File: config.mk
export PLATFORM = sky130hd
export DESIGN_NAME = vector_control_unit
export DESIGN_NICKNAME = d
export VERILOG_FILES = /design/src/rtl/vector_control_unit.sv
export SDC_FILE = /design/constraint.sdc
export NUM_CORES = 1
export LEC_CHECK = 0
export CAP_MARGIN = 30
export CORE_AREA = 2 2 39 41
export CTS_CLUSTER_DIAMETER = 150
export DETAILED_ROUTE_END_ITERATION = 6
export DIE_AREA = 0 0 41 43
export HOLD_SLACK_MARGIN = 0.03
export PLACE_DENSITY_LB_ADDON = 0.3
export SLEW_MARGIN = 10
export SYNTH_ARGS = -nofsm -noshare
export SYNTH_HDL_FRONTEND = slang
export SYNTH_SLANG_ARGS = --single-unit
File: constraint.sdc
create_clock -name Clock -period 0.8 [get_ports Clock]
set_clock_uncertainty 0.05 [all_clocks]
set_input_delay 0.16 -clock Clock [delete_from_list [all_inputs] [get_ports Clock]]
set_output_delay 0.16 -clock Clock [all_outputs]
set_load 0.02 [all_outputs]
File: src/rtl/vector_control_unit.sv
// Main instruction decoder of the vector ASIP. It decodes opcode and funct3 into
// register-file, memory, immediate and ALU controls, registered with one cycle of latency.
module vector_control_unit #(
  parameter int INSTR_W = 18
) (
  input  logic               Clock,
  input  logic               reset,
  input  logic [INSTR_W-1:0] Instr,
  output logic               RegWrite,
  output logic               MemWrite,
  output logic               MemToReg,
  output logic [1:0]         ImmSrc,
  output logic [1:0]         ALUSrc,
  output logic [1:0]         RegSrc,
  output logic [2:0]         ALUControl
);

  localparam logic [6:0] OP_RTYPE = 7'b0110011;
  localparam logic [6:0] OP_MOV   = 7'b0000000;
  localparam logic [6:0] OP_LDR   = 7'b1111000;
  localparam logic [6:0] OP_STR   = 7'b0000010;

  localparam logic [2:0] ALU_ADDR = 3'b111;

  logic [6:0] opcode;
  logic [2:0] funct3;
  logic       unused_instr_bits;

  assign opcode            = Instr[6:0];
  assign funct3            = Instr[14:12];
  assign unused_instr_bits = ^{Instr[INSTR_W-1:15], Instr[11:7]};

  logic       reg_write_d, reg_write_q;
  logic       mem_write_d, mem_write_q;
  logic       mem_to_reg_d, mem_to_reg_q;
  logic [1:0] imm_src_d, imm_src_q;
  logic [1:0] alu_src_d, alu_src_q;
  logic [1:0] reg_src_d, reg_src_q;
  logic [2:0] alu_ctrl_d, alu_ctrl_q;

  // Combinational decode; unknown opcodes fall through to an all-zero NOP.
  always_comb begin
    reg_write_d  = 1'b0;
    mem_write_d  = 1'b0;
    mem_to_reg_d = 1'b0;
    imm_src_d    = 2'b00;
    alu_src_d    = 2'b00;
    reg_src_d    = 2'b00;
    alu_ctrl_d   = 3'b000;
    unique case (opcode)
      OP_RTYPE: begin
        reg_write_d = 1'b1;
        imm_src_d   = 2'b11;
        alu_ctrl_d  = funct3;
      end
      OP_MOV: begin
        reg_write_d = 1'b1;
        alu_src_d   = 2'b11;
        alu_ctrl_d  = funct3;
      end
      OP_LDR: begin
        reg_write_d  = 1'b1;
        mem_to_reg_d = 1'b1;
        imm_src_d    = 2'b01;
        alu_ctrl_d   = ALU_ADDR;
      end
      OP_STR: begin
        mem_write_d = 1'b1;
        imm_src_d   = 2'b01;
        reg_src_d   = 2'b10;
        alu_ctrl_d  = ALU_ADDR;
      end
      default: ;
    endcase
  end

  // Output register: outputs only move on a clock edge, never glitch mid-cycle.
  always_ff @(posedge Clock or posedge reset) begin
    if (reset) begin
      reg_write_q  <= 1'b0;
      mem_write_q  <= 1'b0;
      mem_to_reg_q <= 1'b0;
      imm_src_q    <= 2'b00;
      alu_src_q    <= 2'b00;
      reg_src_q    <= 2'b00;
      alu_ctrl_q   <= 3'b000;
    end else begin
      reg_write_q  <= reg_write_d;
      mem_write_q  <= mem_write_d;
      mem_to_reg_q <= mem_to_reg_d;
      imm_src_q    <= imm_src_d;
      alu_src_q    <= alu_src_d;
      reg_src_q    <= reg_src_d;
      alu_ctrl_q   <= alu_ctrl_d;
    end
  end

  assign RegWrite   = reg_write_q;
  assign MemWrite   = mem_write_q;
  assign MemToReg   = mem_to_reg_q;
  assign ImmSrc     = imm_src_q;
  assign ALUSrc     = alu_src_q;
  assign RegSrc     = reg_src_q;
  assign ALUControl = alu_ctrl_q;

endmodule

* After elaboration in Yosys (flattened, before gate mapping)
Index checks and enable logic that the tools add are counted.
Operators by class: equal/unequal tests 3, mux-type cells 7, reduce and logical (&&, ||, !) cells 4
Operators with widths (number):
- $eq 7x2->1 const B | 1
- $eq 7x6->1 const B | 1
- $eq 7x7->1 const B | 1
- $logic_not 7->1 | 1
- $pmux 3 s2 | 1
- $mux 2 | 2
- $pmux 2 s2 | 1
- $reduce_or 2->1 | 2
- $mux 1 | 3
- $reduce_or 3->1 | 1
Storage, ports and cells: bits in registers 12, input bits 20, output and inout bits 12, logic and storage cells 21

* Depth between registers and ports, before layout
Gate-level depths: netlist of run 1.
depth in word-level cells 3, gate-level depth with buffers 4, gate-level depth less buffers 3

* Worst setup path after synthesis of run 1
OpenSTA, ideal clock, no wires.
path type in2reg, from input port Instr[1], to register alu_ctrl_q[0], in the netlist ALUControl[0], library setup time 0.087 ns, arrival time 0.886 ns, required time 0.663 ns, slack -0.223 ns, stages on the path 3, path buffers 1, cell sequence or4_1 buf_2 o211ai_1
On the way: word-level cells in the longest chain between the ends 3, elaborated cells between the ends (all ways) 7, classes of those cells 3 x eq/ne; 1 x mux; 3 x reduce/logical
Ends and longest elaborated chain:
- from (decl) | line 8 | input logic [INSTR_W-1:0] Instr,
- $eq 7x2->1, or another cell as far along | line 50 | unique case (opcode)
- $reduce_or 2->1 (no line)
- $pmux 3 s2 * | line 50
- via alu_ctrl_d[0] | line 39 | logic [2:0] alu_ctrl_d, alu_ctrl_q;
- to (signal assigned) | line 94 | alu_ctrl_q <= alu_ctrl_d;
- to (decl) | line 39
Mark *: on every way through the listed nets, which the timed path passes. The rest lies on a longest branch.

==> reports/results.txt, run 1 <==
number of global-route vias before repair = 354
Comb power frac = 16.9%
clock-pin slew on the worst setup and hold paths = 60 ps
Ys Warns = 0
PortBufs = 22
Mean Syn Cell Area = 10.0 um^2
final cell count without fillers = 82
CTS root buf = clkbuf_4
nets = 87
Final Wtd Congestion = 0.696
largest net degree at the start of global routing = 10
initial antenna violation count = 0
Vert. Die Dim = 43 um
Pwr Total = 970 uW
detailed placement HPWL = 609 um
Max stage delay on crit path = 410 ps
Clock power frac = 35.3%
sw frac = 23.2%
failing checks = negative setup slack
RSZ-0062 raised after global routing = true
Placeable Area = 1380 um^2
Final Cycle Share = 126%
layout cells sized above 1 = 56.1%
Internal Power = 746 uW
I/O pins = 32
largest cells by area after synthesis = dfrtp_1 (59%), inv_1 (6.9%), buf_4 (5.9%)
Max Clk Rate = 990 MHz
Clock Path Buffers = 2
first-pass GRT wire length = 1410 um
n_diodes = 0
final hold viol count = 0
max-cap violations = 0
CP top delay family = flip-flops
Detail Route Antenna Nets = 0
initial core utilization = 27.5%
row cnt = 14
Synth Cell Area = 380 um^2
Final min period = 1010 ps
DP Cell Count = 78
Worst path slowest cell = dfrtp_2
Power Density = 1300 nW/um^2
total gr overflow = 0
Net Count, Synth = 58
final WL = 870 um
vias after detailed routing = 361
# setup viols final = 16
DR pass1 iterations = 1
sequential cell fraction of total power = 47.7%
Seq/Total Area, Yosys = 59.2%
CP Capture Type = output pin
Static Leak = 0.000392 uW
P_sw = 225 uW
share of the synthesized area in the top cell type = 59.2%
WL/cell = 10.6 um
DRT iter0 DRCs = 0
crit-path max FO = 2
worst setup path category = flip-flop to output pin
Clock Sinks = 9
crit-path cells = buf_6
WP buf/inv = 1
CP arrival = 800 ps
Placed Area = 647 um^2
number of buffers created by CTS = 3
Min-Delay Path Class = input port to async pin
GRT Util Overall = 13.2%
area leader, netlist = dfrtp_1
CTS tree = built
area grow syn2layout = 96.1%
Gate Count Post-Synth = 38
CP Launch Type = flip-flop
post-synthesis cell type count = 15
final instance area = 746 um^2
status = complete, but fails checks
Die X = 41 um
worst vdd ir = 653 uV
Final WS setup = -210 ps
#FFs+latches synth = 9
Setup Total Neg Slack = -2170 ps
Place WS = -778 ps
cts hold-fix bufs = 0
max-slew violation count = 0
WP data required = 590 ps
H-tree depth = 1
post-route DRC violation count = 0
number of vias per cell = 4.40
die area = 1760 um^2
[registers in the layout, summed over array words and instances, names as in the netlist]
signal and count:
ALUSrc 1, RegWrite 1, MemToReg 1, ImmSrc 2
RegSrc 1, ALUControl 3
[final cells by class]
class	instances	area, um^2
clock buffer	4	26.3
fill	141	638
inverter	7	26.3
multi-input combinational	18	154
sequential	9	228
tap	16	20.0
timing repair buffer	28	292
[worst paths after layout]
path	from	end	slack [ps]	cells after the start
worst max-delay path	ALUSrc[0]	ALUSrc[1]	-210	1
worst min-delay path	reset	MemToReg	100	2
max in group asynchronous	reset	ALUSrc[0]	340	2
min in group Clock	Instr[1]	ALUSrc[0]	120	3
[through the flow]
step / hold slack, ps / util (%)
3_5_place_dp: 387 / 46.7
6_report: 98.3 / 53.9
3_3_place_gp: 389 / 46.7
2_1_floorplan: -62.2 / -
4_1_cts: 98.1 / 53.3
5_1_grt: 113 / 53.9
[cell usage after synthesis]
cell / count
nand4_1: 1
dfrtp_1: 9
nor4_1: 2
or4_1: 1
nand2_1: 3
nor2_1: 2
conb_1: 1
inv_1: 7
o211ai_1: 3
nand3_1: 2
buf_4: 3
nor3_1: 1
o21ai_0: 1
and4_2: 1
buf_2: 1
[layout by cell type (no fill, tap or decap)]
master | synthesis | layout
nor3_2 | 0 | 1
buf_2 | 1 | 1
clkbuf_1 | 0 | 1
buf_8 | 0 | 1
clkbuf_4 | 0 | 3
o211ai_1 | 3 | 3
nand2_1 | 3 | 3
buf_6 | 0 | 17
dfrtp_2 | 0 | 2
inv_2 | 0 | 1
buf_4 | 3 | 4
o21ai_2 | 0 | 1
conb_1 | 1 | 1
and4_2 | 1 | 1
nor2_1 | 2 | 2
inv_1 | 7 | 6
or4_4 | 0 | 1
clkdlybuf4s50_1 | 0 | 4
clkdlybuf4s15_1 | 0 | 1
nor4_4 | 0 | 2
nand4_1 | 1 | 1
dfrtp_1 | 9 | 7
nand3_2 | 0 | 2
[logic make-up (layout without fill, tap and decap cells)]
| group | Yosys count | after routing | share of synthesized area [%] |
|---|---|---|---|
| flops | 9 | 9 | 59.2 |
| simple gates | 13 | 13 | 18.4 |
| other cells | 1 | 1 | 0.986 |
| compound gates | 4 | 4 | 7.24 |
| buf+inv | 11 | 39 | 14.1 |
[power groups by stage]
stage	Clock [uW]	Combinational (uW)	Sequential, uW
after floorplan	0	31.8	478
after global routing	389	177	463
after global placement	0	135	470
after CTS	356	158	463
after detailed placement	0	134	470
final	343	164	463
[layer usage]
metal	vias to the layer above	GRT usage (%)	part of all wire, %
met5	-	0	0
met4	0	14.0	3.1
met3	4	4.71	6.2
met2	18	21.6	60
met1	162	10.2	30
li1	177	-	-
[what timing repair did]
item,in CTS,in global routing
endpoints found under the setup margin,20,17
setup buffers,1,0
gates cloned,0,0
pin swaps,9,1
hold endpoints to repair,0,0
resized for setup,110,2
(Power assumes the default switching activity.)
==> run 2, diff against run 1 <==
--- a/config.mk
+++ b/config.mk
@@ -6,12 +6,12 @@
 export NUM_CORES = 1
 export LEC_CHECK = 0
 export CAP_MARGIN = 30
-export CORE_AREA = 2 2 39 41
+export CORE_AREA = 4 4 41 43
 export CTS_CLUSTER_DIAMETER = 150
 export DETAILED_ROUTE_END_ITERATION = 6
-export DIE_AREA = 0 0 41 43
+export DIE_AREA = 0 0 45 47
 export HOLD_SLACK_MARGIN = 0.03
-export PLACE_DENSITY_LB_ADDON = 0.3
+export PLACE_DENSITY_LB_ADDON = 0.15
 export SLEW_MARGIN = 10
 export SYNTH_ARGS = -nofsm -noshare
 export SYNTH_HDL_FRONTEND = slang
==> run 2 against run 1 <==
Net effect:
- the run still ends with negative setup slack left
- final cell count is 3.7% higher
- core utilization is 5.3 points higher
- critical path type unchanged
- sequential power about the same
- power fell by 0.57%
- die area is 20% higher
- combinational power up 9%
- flip-flop and latch count did not move
- wire length shrank 3.8%
- count of clock-buffer cells in the layout stayed put
- setup slack gained 7.5 ps
==> reports/results.txt, run 2 (synthesized netlist as in run 1, its figures left out) <==
number of buffers created by CTS = 3 (unchanged)
crit-path cells = buf_6 (unchanged)
Min-Delay Path Class = input port to async pin (unchanged)
max-cap violations = 0 (unchanged)
H-tree depth = 1 (unchanged)
status = complete, but fails checks (unchanged)
post-route DRC violation count = 0 (unchanged)
die area = 2120 um^2 (was 1760 um^2)
CP arrival = 790 ps (was 800 ps)
RSZ-0062 raised after global routing = true (unchanged)
number of vias per cell = 4.33 (was 4.40)
max-slew violation count = 0 (unchanged)
most common cell after layout, fill and taps aside = buf_6 (unchanged)
worst setup path category = flip-flop to output pin (unchanged)
Static Leak = 0.000413 uW (was 0.000392 uW)
Clock Sinks = 9 (unchanged)
Final WS setup = -203 ps (was -210 ps)
Detail Route Antenna Nets = 0 (unchanged)
Max Clk Rate = 998 MHz (was 990 MHz)
WP buf/inv = 1 (unchanged)
Vert. Die Dim = 47 um (was 43 um)
final WL = 837 um (was 870 um)
cts hold-fix bufs = 0 (unchanged)
layout cells sized above 1 = 61.4% (was 56.1%)
Placeable Area = 1300 um^2 (was 1380 um^2)
CTS tree = built (unchanged)
Die X = 45 um (was 41 um)
Clock Path Buffers = 2 (unchanged)
CTS root buf = clkbuf_4 (unchanged)
Place WS = -765 ps (was -778 ps)
final hold viol count = 0 (unchanged)
clock-pin slew on the worst setup and hold paths = 60 ps (about the same)
nets = 91 (was 87)
n_diodes = 0 (unchanged)
CP Capture Type = output pin (unchanged)
WL/cell = 9.85 um (was 10.6 um)
total gr overflow = 0 (unchanged)
Max stage delay on crit path = 410 ps (about the same)
initial core utilization = 29.2% (was 27.5%)
DR pass1 iterations = 3 (was 1)
Final Cycle Share = 125% (was 126%)
worst vdd ir = 590 uV (was 653 uV)
Largest register FFs = 3 (unchanged)
DRT iter0 DRCs = 4 (was 0)
vias after detailed routing = 368 (was 361)
largest net degree at the start of global routing = 10 (unchanged)
Final Wtd Congestion = 0.683 (was 0.696)
area grow syn2layout = 103% (was 96.1%)
Critical Path Start = RegSrc[1] (was ALUSrc[0])
Setup Total Neg Slack = -2120 ps (was -2170 ps)
Power Density = 1250 nW/um^2 (was 1300 nW/um^2)
WP data required = 590 ps (about the same)
I/O pins = 32 (unchanged)
initial antenna violation count = 0 (unchanged)
commonest cells after routing, fill and taps aside = buf_6 (13), buf_4 (8), dfrtp_1 (7) (was buf_6 (17), dfrtp_1 (7), inv_1 (6))
Worst path slowest cell = dfrtp_2 (unchanged)
first-pass GRT wire length = 1370 um (was 1410 um)
CP top delay family = flip-flops (unchanged)
CP Launch Type = flip-flop (unchanged)
Final min period = 1000 ps (was 1010 ps)
PortBufs = 22 (unchanged)
# setup viols final = 17 (was 16)
number of global-route vias before repair = 354 (unchanged)
GRT Util Overall = 9.61% (was 13.2%)
row cnt = 13 (was 14)
Pwr Total = 965 uW (was 970 uW)
crit-path max FO = 2 (unchanged)
failing checks = negative setup slack (unchanged)
-- run 2: cell count changes in the layout (fill, tap and decap cells not counted), moves of 2 or more --
cell / previous run / this run
buf_2: 1 / 3
buf_6: 17 / 13
buf_4: 4 / 8
nand2_2: 0 / 2
nand2_1: 3 / 1
-- run 2: per-stage QoR --
stage / cell area [um^2] / util (%) / instances / hold WS (ps)
final: 771 / 59.2 / 85 / 150
after global routing: 771 / 59.2 / 85 / 160
after CTS: 756 / 58.1 / 84 / 148
after detailed placement: 658 / 50.6 / 77 / 416
after global placement: 658 / 50.6 / 77 / 425
after floorplan: 397 / - / 38 / -62.2
-- run 2: report_power, final --
| part | internal (uW) | switching, uW |
|---|---|---|
| logic | 105 | 73.6 |
| clock network | 191 | 132 |
| registers | 461 | 2.37 |
-- run 2: final cells by class --
class	instances	area, um^2
fillers	143	531
inverters	7	26.3
flip-flops and latches	9	228
repair buffers	32	317
clock buffers	4	26.3
well taps	15	18.8
multi-input cells	18	155
-- run 2: worst max path at each step --
stage | endpoint | slack, ps | depth (start not counted)
2_1_floorplan | ALUControl[0] | -220 | 3
3_3_place_gp | ALUControl[1] | -750 | 4
3_5_place_dp | ALUControl[2] | -760 | 4
4_1_cts | MemWrite | -220 | 1
5_1_grt | MemWrite | -230 | 1
6_report | MemWrite | -200 | 1
-- run 2: metal layers --
metal | vias up | share of wire, % | GRT usage [%]
met5 | - | 0 | 0
met4 | 0 | 3.2 | 12.3
met3 | 2 | 15 | 1.92
met2 | 25 | 48 | 15.5
met1 | 156 | 33 | 9.22
li1 | 185 | - | -
-- run 2: repair_timing --
item | 4_1_cts | 5_1_grt
buffers inserted | 3 | 1
gates resized for setup | 105 | 6
setup endpoints to repair | 20 | 19
pin swaps | 8 | 10
